`src/rtl/micro_flag_monitor_v_if.sv`:
```
// Sample/flag bundle between the flag source (master) and micro_flag_monitor_v (slave).
// CW must match the monitor's counter width.
interface micro_flag_monitor_v_if #(
    parameter int CW = 8
);
    logic          i_valid;
    logic          i_A;
    logic          i_L;
    logic          i_B;
    logic          i_clr;
    logic [1:0]    o_state;
    logic          o_change;
    logic          o_err;
    logic [CW-1:0] o_cnt_A;
    logic [CW-1:0] o_cnt_L;
    logic [CW-1:0] o_cnt_B;

    modport master (
        output i_valid, i_A, i_L, i_B, i_clr,
        input  o_state, o_change, o_err, o_cnt_A, o_cnt_L, o_cnt_B
    );

    modport slave (
        input  i_valid, i_A, i_L, i_B, i_clr,
        output o_state, o_change, o_err, o_cnt_A, o_cnt_L, o_cnt_B
    );
endinterface

```
`src/rtl/micro_flag_monitor_v.sv`:
```
// Debounces micro_v's A/L/B classification flags into a stable registered class,
// pulses on class changes, counts entries per class and latches multi-hot errors.
module micro_flag_monitor_v #(
    parameter int PERSIST = 3,
    parameter int CW      = 8
) (
    input  logic                  i_clk,
    input  logic                  i_rst,
    micro_flag_monitor_v_if.slave bus
);
    localparam logic [1:0] ST_IDLE = 2'b00;
    localparam logic [1:0] ST_A    = 2'b01;
    localparam logic [1:0] ST_L    = 2'b10;
    localparam logic [1:0] ST_B    = 2'b11;

    localparam logic [3:0]    PERSIST_C = 4'(PERSIST);
    localparam logic [CW-1:0] CNT_MAX   = {CW{1'b1}};
    localparam logic [CW-1:0] CNT_ONE   = CW'(1);

    logic [1:0]    state_q,  state_d;
    logic          change_q, change_d;
    logic          err_q,    err_d;
    logic [CW-1:0] cnt_a_q,  cnt_a_d;
    logic [CW-1:0] cnt_l_q,  cnt_l_d;
    logic [CW-1:0] cnt_b_q,  cnt_b_d;
    logic [1:0]    cand_q,   cand_d;
    logic [3:0]    run_q,    run_d;

    logic [1:0] flag_sum_s;
    logic [1:0] sample_cls_s;
    logic       multi_s;
    logic       null_s;
    logic       adopt_s;

    // Classify the incoming flags: one-hot class, null, or multi-hot.
    always_comb begin
        flag_sum_s = {1'b0, bus.i_A} + {1'b0, bus.i_L} + {1'b0, bus.i_B};
        multi_s    = (flag_sum_s >= 2'd2);
        null_s     = (flag_sum_s == 2'd0);
        case ({bus.i_B, bus.i_L, bus.i_A})
            3'b001:  sample_cls_s = ST_A;
            3'b010:  sample_cls_s = ST_L;
            3'b100:  sample_cls_s = ST_B;
            default: sample_cls_s = ST_IDLE;
        endcase
    end

    // Next-state: debounce run, adoption, error latch and entry counters.
    always_comb begin
        state_d  = state_q;
        change_d = 1'b0;
        err_d    = err_q;
        cnt_a_d  = cnt_a_q;
        cnt_l_d  = cnt_l_q;
        cnt_b_d  = cnt_b_q;
        cand_d   = cand_q;
        run_d    = run_q;
        adopt_s  = 1'b0;

        if (bus.i_valid) begin
            if (multi_s) begin
                cand_d = ST_IDLE;
                run_d  = 4'd0;
                err_d  = 1'b1;
            end else if (null_s) begin
                cand_d = ST_IDLE;
                run_d  = 4'd0;
            end else if (sample_cls_s == cand_q) begin
                run_d = (run_q >= PERSIST_C) ? PERSIST_C : run_q + 4'd1;
            end else begin
                cand_d = sample_cls_s;
                run_d  = 4'd1;
            end

            // A saturated run of the current class never re-adopts.
            if ((run_d == PERSIST_C) && (cand_d != state_q)) begin
                adopt_s  = 1'b1;
                state_d  = cand_d;
                change_d = 1'b1;
            end else begin
                adopt_s  = 1'b0;
            end
        end else begin
            adopt_s = 1'b0;
        end

        // Clear beats the adoption increment; a coincident multi-hot still sets err.
        if (bus.i_clr) begin
            cnt_a_d = '0;
            cnt_l_d = '0;
            cnt_b_d = '0;
            err_d   = bus.i_valid & multi_s;
        end else if (adopt_s) begin
            case (state_d)
                ST_A:    cnt_a_d = (cnt_a_q == CNT_MAX) ? cnt_a_q : cnt_a_q + CNT_ONE;
                ST_L:    cnt_l_d = (cnt_l_q == CNT_MAX) ? cnt_l_q : cnt_l_q + CNT_ONE;
                ST_B:    cnt_b_d = (cnt_b_q == CNT_MAX) ? cnt_b_q : cnt_b_q + CNT_ONE;
                default: cnt_a_d = cnt_a_q;
            endcase
        end else begin
            cnt_a_d = cnt_a_q;
        end
    end

    // State registers with synchronous reset.
    always_ff @(posedge i_clk) begin
        if (i_rst) begin
            state_q  <= ST_IDLE;
            change_q <= 1'b0;
            err_q    <= 1'b0;
            cnt_a_q  <= '0;
            cnt_l_q  <= '0;
            cnt_b_q  <= '0;
            cand_q   <= ST_IDLE;
            run_q    <= 4'd0;
        end else begin
            state_q  <= state_d;
            change_q <= change_d;
            err_q    <= err_d;
            cnt_a_q  <= cnt_a_d;
            cnt_l_q  <= cnt_l_d;
            cnt_b_q  <= cnt_b_d;
            cand_q   <= cand_d;
            run_q    <= run_d;
        end
    end

    assign bus.o_state  = state_q;
    assign bus.o_change = change_q;
    assign bus.o_err    = err_q;
    assign bus.o_cnt_A  = cnt_a_q;
    assign bus.o_cnt_L  = cnt_l_q;
    assign bus.o_cnt_B  = cnt_b_q;
endmodule

```
`src/flat_wrapper.sv`:
```
// flat-port wrapper written by rule: the top's interface ports become plain ports
module micro_flag_monitor_v_flat 
#(
    parameter int PERSIST = 3,
    parameter int CW      = 8
)
  (i_clk, i_rst, bus_i_valid, bus_i_A, bus_i_L, bus_i_B, bus_i_clr, bus_o_state, bus_o_change, bus_o_err, bus_o_cnt_A, bus_o_cnt_L, bus_o_cnt_B);
  micro_flag_monitor_v_if #(.CW(CW)) bus_i ();
  input  logic i_clk;
  input  logic i_rst;
  input wire logic [$bits(bus_i.i_valid)-1:0] bus_i_valid;
  input wire logic [$bits(bus_i.i_A)-1:0] bus_i_A;
  input wire logic [$bits(bus_i.i_L)-1:0] bus_i_L;
  input wire logic [$bits(bus_i.i_B)-1:0] bus_i_B;
  input wire logic [$bits(bus_i.i_clr)-1:0] bus_i_clr;
  output wire logic [$bits(bus_i.o_state)-1:0] bus_o_state;
  output wire logic [$bits(bus_i.o_change)-1:0] bus_o_change;
  output wire logic [$bits(bus_i.o_err)-1:0] bus_o_err;
  output wire logic [$bits(bus_i.o_cnt_A)-1:0] bus_o_cnt_A;
  output wire logic [$bits(bus_i.o_cnt_L)-1:0] bus_o_cnt_L;
  output wire logic [$bits(bus_i.o_cnt_B)-1:0] bus_o_cnt_B;
  assign bus_i.i_valid = bus_i_valid;
  assign bus_i.i_A = bus_i_A;
  assign bus_i.i_L = bus_i_L;
  assign bus_i.i_B = bus_i_B;
  assign bus_i.i_clr = bus_i_clr;
  assign bus_o_state = bus_i.o_state;
  assign bus_o_change = bus_i.o_change;
  assign bus_o_err = bus_i.o_err;
  assign bus_o_cnt_A = bus_i.o_cnt_A;
  assign bus_o_cnt_L = bus_i.o_cnt_L;
  assign bus_o_cnt_B = bus_i.o_cnt_B;
  micro_flag_monitor_v #(.PERSIST(PERSIST), .CW(CW)) u_core (.i_clk(i_clk), .i_rst(i_rst), .bus(bus_i));
endmodule
```
`config.mk`:
```
export PLATFORM = sky130hd
export DESIGN_NAME = micro_flag_monitor_v_flat
export DESIGN_NICKNAME = d
export VERILOG_FILES = /design/src/rtl/micro_flag_monitor_v_if.sv /design/src/rtl/micro_flag_monitor_v.sv /design/src/flat_wrapper.sv
export SDC_FILE = /design/constraint.sdc
export NUM_CORES = 1
export LEC_CHECK = 0
export ABC_AREA = 1
export CELL_PAD_IN_SITES_DETAIL_PLACEMENT = 1
export CELL_PAD_IN_SITES_GLOBAL_PLACEMENT = 1
export CORE_MARGIN = 2
export CORE_UTILIZATION = 34
export CTS_CLUSTER_SIZE = 25
export DETAILED_ROUTE_END_ITERATION = 16
export HOLD_SLACK_MARGIN = 0.12
export PLACE_DENSITY_LB_ADDON = 0.1
export SKIP_LAST_GASP = 1
export SLEW_MARGIN = 20
export SYNTH_ARGS = -nofsm -noshare
export SYNTH_HDL_FRONTEND = slang
export SYNTH_SLANG_ARGS = --single-unit
```
`constraint.sdc`:
```
create_clock -name i_clk -period 2.5 [get_ports i_clk]
set_input_delay 0.5 -clock i_clk [delete_from_list [all_inputs] [get_ports i_clk]]
set_output_delay 0.5 -clock i_clk [all_outputs]
set_load 0.05 [all_outputs]
```
==> run_summary.xml, run 1 <==
<?xml version="1.0" encoding="UTF-8"?>
<metrics>
  <group name="grt">
    <metric name="grt_busiest_layer" unit="">met2</metric>
    <metric name="grt_pass1_vias" unit="">2066</metric>
    <metric name="grt_start_max_net_pins" unit="">15</metric>
    <metric name="grt_pass1_wl" unit="um">9018</metric>
    <metric name="gr-usage-all-layers" unit="%">17.30</metric>
    <metric name="antenna_found_initial" unit="">0</metric>
    <metric name="overflow" unit="">0</metric>
    <metric name="grt_util_met1" unit="%">20.72</metric>
    <metric name="grtUsageMet2" unit="%">30.57</metric>
    <metric name="met3_usage" unit="%">3.778</metric>
  </group>
  <group name="synthesis">
    <metric name="synth.top_cell.area_share" unit="%">33.44</metric>
    <metric name="post_synthesis_sequential_element_count" unit="">34</metric>
    <metric name="ys_seq_area_share" unit="%">33.44</metric>
    <metric name="synth_cell_types" unit="">34</metric>
    <metric name="ys_warn_count" unit="">0</metric>
    <metric name="synthTopCellsByArea" unit="">sky130_fd_sc_hd__dfxtp_1 33%, sky130_fd_sc_hd__nand2_1 11%, sky130_fd_sc_hd__nor2_1 5.7%</metric>
    <metric name="largest_area_contributor_in_the_synthesized_netlist" unit="">sky130_fd_sc_hd__dfxtp_1</metric>
    <metric name="syn_nets" unit="">289</metric>
    <metric name="syn-instance-count" unit="">277</metric>
    <metric name="syn_area_per_cell" unit="um2">7.349</metric>
    <metric name="synth_area" unit="mm2">0.002036</metric>
  </group>
  <group name="floorplanning">
    <metric name="design.die.area" unit="mm2">0.006623</metric>
    <metric name="floorplan.initialDensity" unit="%">34.79</metric>
    <metric name="floorplan.die.width" unit="um">81.38</metric>
    <metric name="die_height" unit="um">81.38</metric>
    <metric name="core_area" unit="mm2">0.005851</metric>
    <metric name="row_count" unit="">28</metric>
    <metric name="floorplan.io_pins" unit="">35</metric>
  </group>
  <group name="worst_setup_path">
    <metric name="critical_path.startpoint_type" unit="">input port</metric>
    <metric name="cp.required" unit="ns">2.66</metric>
    <metric name="critical_path_data_arrival_time" unit="ns">2.52</metric>
    <metric name="crit_path_max_fanout" unit="">4</metric>
    <metric name="end_kind" unit="">flip-flop</metric>
    <metric name="worstSetupPathType" unit="">input port to flip-flop</metric>
  </group>
  <group name="power">
    <metric name="pwr-share-seq" unit="%">49.1</metric>
    <metric name="p_total" unit="mW">1.120</metric>
    <metric name="power_per_cell_area" unit="mW/mm2">406.5</metric>
    <metric name="switching_power" unit="mW">0.2992</metric>
    <metric name="cellLeakagePower" unit="nW">1.143</metric>
    <metric name="vdd_ir_drop_max" unit="mV">0.1929</metric>
    <metric name="clockPowerShare" unit="%">38.9</metric>
    <metric name="internal-power" unit="mW">0.8207</metric>
    <metric name="comb_power_share" unit="%">12.1</metric>
    <metric name="switching_share" unit="%">26.72</metric>
  </group>
  <group name="outcome">
    <metric name="run_status" unit="">finished, final reports clean</metric>
  </group>
  <group name="cells_and_area">
    <metric name="area_delta_synth_final" unit="%">35.34</metric>
    <metric name="layout.core_utilization" unit="%">47.09</metric>
    <metric name="finish.net_count" unit="">351</metric>
    <metric name="layout.cell_area.non_filler" unit="mm2">0.002755</metric>
    <metric name="drive_gt1_share" unit="%">21.76</metric>
    <metric name="seqCellArea" unit="um2">680.7</metric>
    <metric name="fill_cells" unit="">756</metric>
    <metric name="multiInputGateArea" unit="mm2">0.001227</metric>
    <metric name="diodes" unit="">0</metric>
  </group>
  <group name="clock_network">
    <metric name="clock_sink_count" unit="">34</metric>
    <metric name="cts_buffer_depth" unit="">2</metric>
    <metric name="cts_made_buffers" unit="">5</metric>
    <metric name="cts_root_buffer" unit="">sky130_fd_sc_hd__clkbuf_8</metric>
    <metric name="path_clk_slew" unit="ns">0.07</metric>
    <metric name="clock_tree_from_tritoncts" unit="">yes</metric>
    <metric name="h-tree-depth" unit="">2</metric>
    <metric name="clock_latency" unit="ns">0.29</metric>
  </group>
  <group name="detailed_routing">
    <metric name="vias" unit="">2018</metric>
    <metric name="routed_via_density" unit="">4.863</metric>
    <metric name="drc" unit="">0</metric>
    <metric name="detailedRoute.firstIterationViolations" unit="">65</metric>
    <metric name="drtPass1Iterations" unit="">4</metric>
    <metric name="ant_nets" unit="">0</metric>
    <metric name="wl" unit="um">5162</metric>
    <metric name="post_drt_wl_per_cell" unit="um">12.44</metric>
  </group>
  <group name="placement">
    <metric name="buffer_ports.inserted" unit="">34</metric>
    <metric name="gp_congestion" unit="">0.7924</metric>
    <metric name="dp.final_hpwl" unit="um">4004</metric>
    <metric name="place_area" unit="mm2">0.002601</metric>
  </group>
  <group name="sta">
    <metric name="finalMaxSlewViolations" unit="">0</metric>
    <metric name="maximum_clock_skew_at_final_layout" unit="ns">0.006579</metric>
    <metric name="rsz0062_at_grt" unit="">false</metric>
    <metric name="timing.max_slew.rel_slack" unit="%">65.10</metric>
    <metric name="report.final.hold_viol_count" unit="">0</metric>
    <metric name="worstMarginPinSlew" unit="ns">0.5229</metric>
    <metric name="setup_total_negative_slack" unit="ns">0</metric>
    <metric name="final.min_clock_period" unit="ns">2.359</metric>
    <metric name="final_min_period_over_clock_period" unit="%">94.36</metric>
    <metric name="fmax" unit="MHz">423.9</metric>
    <metric name="timing.final.setup_violations" unit="">0</metric>
  </group>
  <group name="flow_run">
    <metric name="drv_cap" unit="">0</metric>
  </group>
  <group name="worst_hold_path">
    <metric name="hold_path_class" unit="">flip-flop to flip-flop</metric>
  </group>
</metrics>
[layout make-up]
| class | instances | area share [%] |
|---|---|---|
| clock buffers | 7 | 3.134 |
| clock inverters | 1 | 0.1817 |
| inverters | 34 | 4.678 |
| multi-input cells | 205 | 44.55 |
| flip-flops and latches | 34 | 24.70 |
| well taps | 75 | 3.406 |
| repair buffers | 59 | 19.35 |
[cells in the mapped netlist]
| master | instances |
|---|---|
| sky130_fd_sc_hd__fa_1 | 1 |
| sky130_fd_sc_hd__nand4_1 | 13 |
| sky130_fd_sc_hd__nand2_2 | 10 |
| sky130_fd_sc_hd__nor2_4 | 6 |
| sky130_fd_sc_hd__clkinv_2 | 1 |
| sky130_fd_sc_hd__nor4_1 | 1 |
| sky130_fd_sc_hd__nand2_4 | 3 |
| sky130_fd_sc_hd__inv_1 | 29 |
| sky130_fd_sc_hd__ha_1 | 4 |
| sky130_fd_sc_hd__xnor2_1 | 4 |
| sky130_fd_sc_hd__nand3_1 | 19 |
| sky130_fd_sc_hd__buf_2 | 1 |
| sky130_fd_sc_hd__inv_2 | 4 |
| sky130_fd_sc_hd__clkbuf_1 | 2 |
| sky130_fd_sc_hd__buf_6 | 1 |
| sky130_fd_sc_hd__o22ai_1 | 1 |
| sky130_fd_sc_hd__o21ai_1 | 2 |
| sky130_fd_sc_hd__nor2_2 | 3 |
| sky130_fd_sc_hd__nand3_2 | 1 |
| sky130_fd_sc_hd__dfxtp_1 | 34 |
| sky130_fd_sc_hd__and3_1 | 1 |
| sky130_fd_sc_hd__nor3_1 | 3 |
| sky130_fd_sc_hd__nand2b_1 | 1 |
| sky130_fd_sc_hd__nand2_1 | 57 |
| sky130_fd_sc_hd__nand3b_1 | 2 |
| sky130_fd_sc_hd__o21ai_0 | 4 |
| sky130_fd_sc_hd__or2_2 | 1 |
| sky130_fd_sc_hd__nor2_1 | 31 |
| sky130_fd_sc_hd__xor2_1 | 12 |
| sky130_fd_sc_hd__nand3_4 | 2 |
| sky130_fd_sc_hd__nand4_4 | 1 |
| sky130_fd_sc_hd__a32o_1 | 1 |
| sky130_fd_sc_hd__a21oi_1 | 19 |
| sky130_fd_sc_hd__nor2_8 | 2 |
[power by group through the flow]
stage	clock network, mW	registers (mW)	logic [mW]
global route	0.479	0.550	0.149
global placement	0	0.562	0.131
floorplan	0	0.565	0.0779
finish	0.436	0.549	0.135
detailed placement	0	0.562	0.134
CTS	0.455	0.549	0.136
[layout by cell type, fill, tap and decap left out, drive strengths merged]
cell	n
nor3	3
dfxtp	34
inv	33
nand2b	1
buf	25
nand3b	2
nor2	42
or2	1
clkinv	2
nand2	70
a21oi	19
ha	4
and3	1
xnor2	4
xor2	12
o21ai	6
clkdlybuf4s50	31
o22ai	1
fa	1
nand4	14
nand3	22
clkbuf	10
nor4	1
a32o	1
[critical path, cell delays in order]
cell	delay [ns]
sky130_fd_sc_hd__clkbuf_2	0.10
sky130_fd_sc_hd__fa_1	0.55
sky130_fd_sc_hd__inv_2	0.05
sky130_fd_sc_hd__nor2_4	0.12
sky130_fd_sc_hd__inv_2	0.08
sky130_fd_sc_hd__nor2_4	0.14
sky130_fd_sc_hd__xor2_1	0.18
sky130_fd_sc_hd__nor2_2	0.09
sky130_fd_sc_hd__nor2_8	0.15
sky130_fd_sc_hd__nand2_4	0.09
sky130_fd_sc_hd__nor2_4	0.17
sky130_fd_sc_hd__buf_4	0.13
sky130_fd_sc_hd__nand3_1	0.05
sky130_fd_sc_hd__nand2_1	0.07
sky130_fd_sc_hd__nor2_1	0.04
[stage by stage]
stage	setup slack, ns	instances	hold WS, ns
after detailed placement	-0.6008	401	0.4334
after floorplan	0.02600	277	0.4074
after CTS	0.02529	411	0.4446
after global routing	0.01524	415	0.4639
after global placement	-0.4809	401	0.4181
final	0.1410	415	0.4433
[timing repair]
action	4_1_cts	5_1_grt
pin swaps	8	8
setup endpoints to repair	24	21
gates resized for setup	11	8
hold buffers	0	0
buffers inserted	2	4
hold endpoints to repair	0	0
[cells by family after synthesis]
group / Yosys count / synth area share [%]
fa+ha+maj: 5 / 3.442
compound gates: 27 / 6.946
simple gates: 157 / 41.79
buf+inv: 38 / 7.498
xor+xnor: 16 / 6.884
flops: 34 / 33.44
[sequential cells by signal, indices dropped and copies added, names as in the netlist]
signal and flops:
u_core.bus.o_cnt_B 8, u_core.bus.o_change 1, u_core.run_q 4, u_core.bus.o_cnt_A 8
u_core.cand_q 2, u_core.bus.o_err 1, u_core.bus.o_state 2, u_core.bus.o_cnt_L 8
[worst paths after layout]
kind                         from                    end  slack (ns)  depth (start not counted)
setup reg to reg  u_core.run_q[0]  u_core.bus.o_cnt_L[4]        0.58                         13
hold reg to reg   u_core.run_q[3]        u_core.run_q[3]        0.44                          2
setup / recovery          bus_i_L  u_core.bus.o_cnt_L[4]        0.14                         15
hold / removal    u_core.run_q[3]        u_core.run_q[3]        0.44                          2
[metal layers]
layer	up-vias	part of all wire, %
li1	1016	-
met1	970	46
met2	25	50
met3	7	2.2
met4	0	1.3
met5	-	0
No activity file was read; power rests on OpenSTA's default activity.
==> run 2, diff against run 1 <==
ABC_CLOCK_PERIOD_IN_PS = 2500   (was not set)
==> results of run 2 <==
The final DEF is identical to that of run 1; final timing and power are the same.
